`src/rtl/uart_rx_frame_ctrl_if.sv`:
```
// Byte-stream and read-side bundle for uart_rx_frame_ctrl.
// slave is the controller's view; master is the UART receiver plus consumer.
interface uart_rx_frame_ctrl_if #(
    parameter int unsigned DEPTH = 16
);
    logic [7:0]               rx_data;
    logic                     rx_done;
    logic [7:0]               rd_data;
    logic                     rd_valid;
    logic                     rd_ready;
    logic                     frame_ok;
    logic                     frame_err;
    logic [1:0]               err_code;
    logic                     busy;
    logic [$clog2(DEPTH):0]   fifo_level;

    modport slave (
        input  rx_data, rx_done, rd_ready,
        output rd_data, rd_valid, frame_ok, frame_err, err_code, busy, fifo_level
    );

    modport master (
        output rx_data, rx_done, rd_ready,
        input  rd_data, rd_valid, frame_ok, frame_err, err_code, busy, fifo_level
    );
endinterface

```
`src/rtl/uart_rx_frame_ctrl.sv`:
```
// Frame parser (A5 LEN payload CSUM) feeding a payload FIFO that only exposes checksum-verified frames.
// Define RX_TIMEOUT_EN to abort a partial frame after TIMEOUT_CYCLES idle clocks (err_code 3).
module uart_rx_frame_ctrl #(
    parameter int unsigned DEPTH          = 16,
    parameter int unsigned TIMEOUT_CYCLES = 52080
) (
    input  logic                 clk,
    input  logic                 rst_n,
    uart_rx_frame_ctrl_if.slave  bus
);
    localparam int unsigned AW = $clog2(DEPTH);

    if (DEPTH < 4 || DEPTH > 64 || (DEPTH & (DEPTH - 1)) != 0 || TIMEOUT_CYCLES < 2) begin : g_cfg_check
        $error("uart_rx_frame_ctrl: DEPTH must be a power of two in 4..64 and TIMEOUT_CYCLES >= 2");
    end

    typedef enum logic [1:0] {
        S_HUNT,
        S_LEN,
        S_PAYLOAD,
        S_CSUM
    } state_t;

    state_t       state_q;
    logic [AW:0]  wp_spec_q;
    logic [AW:0]  wp_com_q;
    logic [AW:0]  rp_q;
    logic [7:0]   rem_q;
    logic [7:0]   csum_q;
    logic         frame_ok_q;
    logic         frame_err_q;
    logic [1:0]   err_code_q;
    logic [7:0]   mem [DEPTH];

    logic [AW:0]  level;
    logic         rd_valid;
    logic         pop;
    logic [8:0]   len_ext;
    logic [8:0]   free_space;

    // Visible occupancy is measured against the committed pointer only.
    assign level      = wp_com_q - rp_q;
    assign rd_valid   = (level != '0);
    assign pop        = rd_valid && bus.rd_ready;
    assign len_ext    = {1'b0, bus.rx_data};
    assign free_space = 9'(DEPTH) - 9'(level);

`ifdef RX_TIMEOUT_EN
    localparam int unsigned TW = $clog2(TIMEOUT_CYCLES);
    logic [TW-1:0] tmo_q;
`endif

    always_ff @(posedge clk or negedge rst_n) begin
        if (!rst_n) begin
            state_q     <= S_HUNT;
            wp_spec_q   <= '0;
            wp_com_q    <= '0;
            rp_q        <= '0;
            rem_q       <= '0;
            csum_q      <= '0;
            frame_ok_q  <= 1'b0;
            frame_err_q <= 1'b0;
            err_code_q  <= 2'd0;
`ifdef RX_TIMEOUT_EN
            tmo_q       <= '0;
`endif
        end else begin
            frame_ok_q  <= 1'b0;
            frame_err_q <= 1'b0;

            if (pop) begin
                rp_q <= rp_q + 1'b1;
            end

            if (bus.rx_done) begin
                unique case (state_q)
                    S_HUNT: begin
                        if (bus.rx_data == 8'hA5) begin
                            state_q <= S_LEN;
                        end
                    end
                    S_LEN: begin
                        if (len_ext > 9'(DEPTH)) begin
                            frame_err_q <= 1'b1;
                            err_code_q  <= 2'd1;
                            state_q     <= S_HUNT;
                        end else if (len_ext > free_space) begin
                            frame_err_q <= 1'b1;
                            err_code_q  <= 2'd2;
                            state_q     <= S_HUNT;
                        end else begin
                            csum_q  <= bus.rx_data;
                            rem_q   <= bus.rx_data;
                            state_q <= (bus.rx_data == 8'd0) ? S_CSUM : S_PAYLOAD;
                        end
                    end
                    S_PAYLOAD: begin
                        wp_spec_q <= wp_spec_q + 1'b1;
                        csum_q    <= csum_q ^ bus.rx_data;
                        rem_q     <= rem_q - 8'd1;
                        if (rem_q == 8'd1) begin
                            state_q <= S_CSUM;
                        end
                    end
                    S_CSUM: begin
                        if (bus.rx_data == csum_q) begin
                            wp_com_q   <= wp_spec_q;
                            frame_ok_q <= 1'b1;
                        end else begin
                            wp_spec_q   <= wp_com_q;
                            frame_err_q <= 1'b1;
                            err_code_q  <= 2'd0;
                        end
                        state_q <= S_HUNT;
                    end
                endcase
            end

`ifdef RX_TIMEOUT_EN
            // Placed after the case so an expiry overrides nothing: it only fires on idle cycles.
            if (state_q == S_HUNT || bus.rx_done) begin
                tmo_q <= '0;
            end else if (tmo_q == TW'(TIMEOUT_CYCLES - 1)) begin
                tmo_q       <= '0;
                wp_spec_q   <= wp_com_q;
                frame_err_q <= 1'b1;
                err_code_q  <= 2'd3;
                state_q     <= S_HUNT;
            end else begin
                tmo_q <= tmo_q + 1'b1;
            end
`endif
        end
    end

    // Payload storage carries no reset; rd_data is gated so it reads 0 when empty.
    always_ff @(posedge clk) begin
        if (state_q == S_PAYLOAD && bus.rx_done) begin
            mem[wp_spec_q[AW-1:0]] <= bus.rx_data;
        end
    end

    assign bus.rd_data    = rd_valid ? mem[rp_q[AW-1:0]] : 8'h00;
    assign bus.rd_valid   = rd_valid;
    assign bus.fifo_level = level;
    assign bus.frame_ok   = frame_ok_q;
    assign bus.frame_err  = frame_err_q;
    assign bus.err_code   = err_code_q;
    assign bus.busy       = (state_q != S_HUNT);

endmodule

```
`src/flat_wrapper.sv`:
```
// flat-port wrapper written by rule: the top's interface ports become plain ports
module uart_rx_frame_ctrl_flat 
#(
    parameter int unsigned DEPTH          = 16,
    parameter int unsigned TIMEOUT_CYCLES = 52080
)
  (clk, rst_n, bus_rx_data, bus_rx_done, bus_rd_ready, bus_rd_data, bus_rd_valid, bus_frame_ok, bus_frame_err, bus_err_code, bus_busy, bus_fifo_level);
  uart_rx_frame_ctrl_if #(.DEPTH(DEPTH)) bus_i ();
  input  logic clk;
  input  logic rst_n;
  input wire logic [$bits(bus_i.rx_data)-1:0] bus_rx_data;
  input wire logic [$bits(bus_i.rx_done)-1:0] bus_rx_done;
  input wire logic [$bits(bus_i.rd_ready)-1:0] bus_rd_ready;
  output wire logic [$bits(bus_i.rd_data)-1:0] bus_rd_data;
  output wire logic [$bits(bus_i.rd_valid)-1:0] bus_rd_valid;
  output wire logic [$bits(bus_i.frame_ok)-1:0] bus_frame_ok;
  output wire logic [$bits(bus_i.frame_err)-1:0] bus_frame_err;
  output wire logic [$bits(bus_i.err_code)-1:0] bus_err_code;
  output wire logic [$bits(bus_i.busy)-1:0] bus_busy;
  output wire logic [$bits(bus_i.fifo_level)-1:0] bus_fifo_level;
  assign bus_i.rx_data = bus_rx_data;
  assign bus_i.rx_done = bus_rx_done;
  assign bus_i.rd_ready = bus_rd_ready;
  assign bus_rd_data = bus_i.rd_data;
  assign bus_rd_valid = bus_i.rd_valid;
  assign bus_frame_ok = bus_i.frame_ok;
  assign bus_frame_err = bus_i.frame_err;
  assign bus_err_code = bus_i.err_code;
  assign bus_busy = bus_i.busy;
  assign bus_fifo_level = bus_i.fifo_level;
  uart_rx_frame_ctrl #(.DEPTH(DEPTH), .TIMEOUT_CYCLES(TIMEOUT_CYCLES)) u_core (.clk(clk), .rst_n(rst_n), .bus(bus_i));
endmodule
```
`config.mk`:
```
export PLATFORM = sky130hd
export DESIGN_NAME = uart_rx_frame_ctrl_flat
export DESIGN_NICKNAME = d
export VERILOG_FILES = /design/src/rtl/uart_rx_frame_ctrl_if.sv /design/src/rtl/uart_rx_frame_ctrl.sv /design/src/flat_wrapper.sv
export SDC_FILE = /design/constraint.sdc
export NUM_CORES = 1
export LEC_CHECK = 0
export CORE_ASPECT_RATIO = 0.9
export CORE_MARGIN = 8
export CORE_UTILIZATION = 25
export DETAILED_ROUTE_END_ITERATION = 16
export GPL_TIMING_DRIVEN = 1
export PLACE_DENSITY = 0.5
export SYNTH_ARGS = -nofsm -noshare
export SYNTH_HDL_FRONTEND = slang
export SYNTH_SLANG_ARGS = --single-unit
export TNS_END_PERCENT = 5
```
`constraint.sdc`:
```
create_clock -name clk -period 4.9 [get_ports clk]
set_clock_uncertainty 0.05 [all_clocks]
set_input_delay 0.735 -clock clk [delete_from_list [all_inputs] [get_ports clk]]
set_output_delay 0.735 -clock clk [all_outputs]
set_load 0.02 [all_outputs]
```
# Word-level counts from Yosys, hierarchy flattened
# Memory sizes are Yosys's and may differ from the RTL's.
# Cells that the tools add are included.
# classes
n_addsub	5
div_mod_pow	0
mux	27
n_shift	0
bitwise_logic	1
order_cmp	2
n_mul	0
n_eq_ne	12
reduce_logical	14
# ops
op	n
case mux 8 bit (2 select lines)	2
2-to-1 mux 8 bit	3
2-to-1 mux 2 bit	7
adder 5 x 1 -> 5 bit, second input constant	2
2-to-1 mux 1 bit	10
case mux 5 bit (2 select lines)	1
> comparator 8 x 9 -> 1 bit	1
== test 8 x 1 -> 1 bit, second input constant	1
== test 8 bit	1
== test 8 bit, second input constant	1
> comparator 8 x 5 -> 1 bit, second input constant	1
zero test 8 bit	1
case mux 2 bit (4 select lines)	1
AND reduction 4 bit	2
nonzero test 2 bit	4
subtractor 8 x 1 -> 8 bit, second input constant	1
XOR 8 bit	1
!= test 2 bit, second input constant	3
subtractor 5 x 5 -> 6 bit, first input constant	1
2-to-1 mux 5 bit	1
nonzero test 5 bit	1
subtractor 5 bit	1
== test 2 bit, second input constant	2
!= test 2 x 1 -> 1 bit, second input constant	2
other kinds (8)	10
# totals
ram_bits	128
latch_bits	0
reg_bits	37
input_bits	12
n_memories	1
out_inout_bits	19
rom_bits	0
# mem_list
name	words	word_bits	rd	rd_clocked_by_memory_dff	write_ports	line	text
u_core.mem	16	8	1	0	1	uart_rx_frame_ctrl.sv:33	logic [7:0] mem [DEPTH];

# Longest topological paths before layout
# Gate-level depths: netlist (run 1).
# logic_depth
ltp_word	7
depth_mapped	19
mapped_depth_nobuf	16

# Worst setup path before layout (run 1)
# No wires, ideal clock.
# synth_timing
kind	reg2reg
startpoint	register u_core.rp_q[1]
endpoint	register u_core.rem_q[7]
stages_incl_launch_ff	18
required_time_ns	4.729
setup_slack_ns	0.728
t_arrival_ns	4.001
setup_ns	0.121
n_path_buf	2
path_cell_list	dfrtp_1 > clkbuf_1 > clkbuf_1 > inv_1 > ha_1 > nand2_1 > o21ai_0 > xor2_1 > nor2_1 > ha_1 > ha_1 > and3_1 > o21ai_0 > a31oi_1 > o31ai_2 > nor2_1 > a211o_1 > a22o_1
# synth_via
elab_chain_cells	5
# synth_lines
element	line	text
start, declared	uart_rx_frame_ctrl.sv:27	logic [AW:0] rp_q;
start signal, assigned	uart_rx_frame_ctrl.sv:72	rp_q <= rp_q + 1'b1;
subtractor 5 bit	uart_rx_frame_ctrl.sv:42	assign level = wp_com_q - rp_q;
named net bus_fifo_level[3]	flat_wrapper.sv:20	output wire logic [$bits(bus_i.fifo_level)-1:0] bus_fifo_level;
subtractor 5 x 5 -> 6 bit	uart_rx_frame_ctrl.sv:46	assign free_space = 9'(DEPTH) - 9'(level);
> comparator 8 x 9 -> 1 bit	uart_rx_frame_ctrl.sv:87	end else if (len_ext > free_space) begin
!= test 2 bit (no line)	--	
AND reduction 4 bit (no line)	--	
end signal, assigned	uart_rx_frame_ctrl.sv:93	rem_q <= bus.rx_data;
end signal, assigned	uart_rx_frame_ctrl.sv:100	rem_q <= rem_q - 8'd1;
end, declared	uart_rx_frame_ctrl.sv:28	logic [7:0] rem_q;
# The timed path passes the listed nets, and every way through them passes these cells.
# A chain may end at the register's enable or synchronous reset.

# Worst setup path after layout (run 1)
# layout_timing
startpoint	register u_core.rp_q[0]
endpoint	output port bus_rd_data[6]
# layout_via
elab_chain_cells	3
# layout_lines
element	line	text
subtractor 5 bit	uart_rx_frame_ctrl.sv:42	
nonzero test 5 bit	uart_rx_frame_ctrl.sv:43	assign rd_valid = (level != '0);
2-to-1 mux 8 bit (*)	uart_rx_frame_ctrl.sv:143	assign bus.rd_data = rd_valid ? mem[rp_q[AW-1:0]] : 8'h00;
end, declared	flat_wrapper.sv:14	output wire logic [$bits(bus_i.rd_data)-1:0] bus_rd_data;
# Mark *: on every way between the ends. The rest lies on a longest branch, timed or not.

==> impl_metrics.toml, run 1 <==
[cts]
cts_max_path_buffers = 2
holdBufCountCts = 0
insertion_delay_ns = 0.42
postCtsResizedCells = 0
h-tree-depth = 4
cts.sinks = 165
ctsRootBufferMaster = "clkbuf_16"
tritoncts.num_buffers = 17
clk_pin_slew_worst_paths_ns = 0.07
postCtsSetupBuffers = 0
cts_tree = "yes"

[worst_setup_path]
r2r_setup_slack_ns = 0.72
cp_max_fo = 9
worstPathArrival_ns = 3.54
crit_type = "register to primary output"
cp_cell_sequence = "ha_1 > fa_1 > nand2b_1 > a21oi_1 > xnor2_1 > inv_1 > ha_1 > inv_1 > and2_1 > clkdlybuf4s50_1"
start_kind = "register"
worst_ep_required_time_ns = 4.12
end_kind = "primary output"
r2r_cells = 16
r2r-end = "u_core.csum_q[6]"
cp_slowest_cell = "clkdlybuf4s50_1"
path_delay_family = "buffers and inverters"
crit_path_max_incr_delay_ns = 0.62
cp_num_buf_inv = 3
reg2reg_from = "u_core.rp_q[0]"

[sta]
finalSetupTns_ns = 0
min_period_over_period = 0.883
whs_ns = 0.383
report.final.setup_viol = 0
rsz0062_at_grt = "false"
relSlewSlack = 0.374
finalCriticalPeriod_ns = 4.33
max_freq_ghz = 0.231
hold_viol = 0
worst_slew_pin_slew_ns = 0.936
slew_violations = 0

[placement]
port_buffers = 30
place_area_mm2 = 0.00849
hpwl_um = 12800
globalplace.congestion = 0.741

[pwr]
totalPowerFinal_mw = 5.21
max-vdd-ir-drop_mv = 0.261
p_per_area_mw_per_mm2 = 575
leakagePower_nw = 3.15

[route]
viasPerCell = 4.64
wl_per_cell_um = 18.9
dr_total_vias = 4539
drc_errors = 0
dr.pass1.iters = 5
drtIter0Drc = 374
drt_wl_total_um = 18500
drtAntennaViolNets = 0

[synth]
syn_avg_cell_area_um2 = 14.8
synthFlopType = "edfxtp_1"
yosys.cell_types.count = 52
yosysTopAreaCell = "edfxtp_1"
synth_nets = 557
synthCells = 518
synth_area_leaders = "edfxtp_1 50%, dfrtp_1 12%, mux4_2 12%"
synth-seq-cells = 165
synth_area_mm2 = 0.00766
synth_top_area_frac = 0.502
synth_enable_flop_cells = 128
yosys_warnings = 0
seq_area_frac_synth = 0.623
async_flop_share = 0.224

[final_layout]
area_growth_pct = 18.2
fill_cells = 3016
drive_gt1_frac = 0.182
fin_nets = 603
fin_area_mm2 = 0.00906
n_antenna_cell = 0
fin_util = 0.302

[grt]
grt.total_usage = 0.104
grt_pass1_vias = 4661
overflow = 0
antenna_found_initial = 0
grt_max_degree = 41
grt_pass1_wl_um = 29100

[die]
fp-row-count = 60
start_util = 0.255
die_y_um = 182
core_mm2 = 0.0300
die_w_um = 201
fp.dieArea_mm2 = 0.0365
io_pins = 31

[flow_run]
maxCapViolCount = 0

[worst_hold_path]
hold_path.class = "input port to async pin"

[status]
status = "completed"
report_power, final:
group	switching [mW]	internal, mW
clock	0.578	0.714
sequential	0.154	1.66
combinational	1.14	0.962
total	1.87	3.34
cells in the final DEF (no fill, tap or decap), drive strengths merged, types with 4 or more instances in the layout:
master / synthesis / routed
edfxtp: 128 / 128
mux4: 40 / 40
dfrtp: 37 / 37
nand2: 34 / 34
inv: 27 / 33
nor2: 31 / 31
clkdlybuf4s50: 0 / 29
ha: 26 / 26
o21ai: 25 / 25
a21oi: 22 / 22
nand3: 21 / 21
buf: 7 / 19
clkbuf: 14 / 18
xor2: 12 / 12
and2: 10 / 10
mux2i: 9 / 9
nor3: 9 / 9
o22ai: 7 / 7
xnor2: 5 / 5
nor4: 5 / 5
nand4: 5 / 5
nor3b: 5 / 5
a221oi: 4 / 4
metal layers:
layer,part of all wire,vias up,track usage
met3,0.036,9,0.0221
met1,0.47,2372,0.137
met4,0.0066,0,0.0244
met2,0.49,79,0.172
met5,0,-,0
li1,-,2079,-
area by class of cell:
class | instances | area, um^2 | share of cell area
Inverter | 27 | 101 | 0.0112
Tap cell | 403 | 504 | 0.0557
Multi-Input combinational cell | 305 | 2680 | 0.296
Timing Repair Buffer | 48 | 430 | 0.0475
Clock inverter | 13 | 141 | 0.0156
Sequential cell | 165 | 4770 | 0.527
Clock buffer | 18 | 429 | 0.0474
sequential cells by signal, summed over array words and instances (netlist names), named ones only:
name / flops
u_core.mem: 128
u_core.csum_q: 8
u_core.rem_q: 8
u_core.rp_q: 5
u_core.wp_com_q: 5
u_core.wp_spec_q: 5
u_core.bus.err_code: 2
u_core.bus.frame_err: 1
u_core.bus.frame_ok: 1
u_core.state_q: 1
worst max path at each step:
| stage | from | depth (start not counted) | end |
|---|---|---|---|
| floorplan | u_core.rp_q[1] | 17 | u_core.rem_q[7] |
| global placement | u_core.rp_q[2] | 16 | u_core.csum_q[7] |
| detailed placement | u_core.rp_q[2] | 16 | u_core.csum_q[7] |
| CTS | u_core.rp_q[2] | 10 | bus_rd_data[6] |
| global route | u_core.rp_q[2] | 10 | bus_rd_data[6] |
| finish | u_core.rp_q[0] | 10 | bus_rd_data[6] |
cells by family after synthesis:
family          synth area share
compound gates            0.0680
xor+xnor                  0.0194
fa+ha+maj                 0.0451
buf+inv                   0.0276
flops                      0.623
mux                        0.134
simple gates              0.0835
cell usage after synthesis (all sizes together), types with 3 or more instances:
master / instances
a21o: 3
xor2: 12
nand2: 34
nand3: 21
edfxtp: 128
nor3: 9
o31ai: 3
a221oi: 4
clkbuf: 14
nand4: 5
mux4: 40
mux2i: 9
nor4: 5
ha: 26
a21oi: 22
nand2b: 3
o21ai: 25
a211oi: 3
and2: 10
o22ai: 7
inv: 27
nor2: 31
nor3b: 5
xnor2: 5
dfrtp: 37
buf: 7
mux2: 3
stage by stage:
stage / std cells / setup slack (ns)
final: 979 / 0.574
after global routing: 979 / 0.365
after CTS: 979 / 0.501
after detailed placement: 948 / 0.762
after global placement: 948 / 0.877
after floorplan: 518 / 0.728
Power figures use the tool's default switching activity.
==> inputs of run 2 (changes only) <==
TNS_END_PERCENT = unset   (was 5)
==> results of run 2 <==
Same layout as run 1: the final DEF is identical, and so are final timing and power.
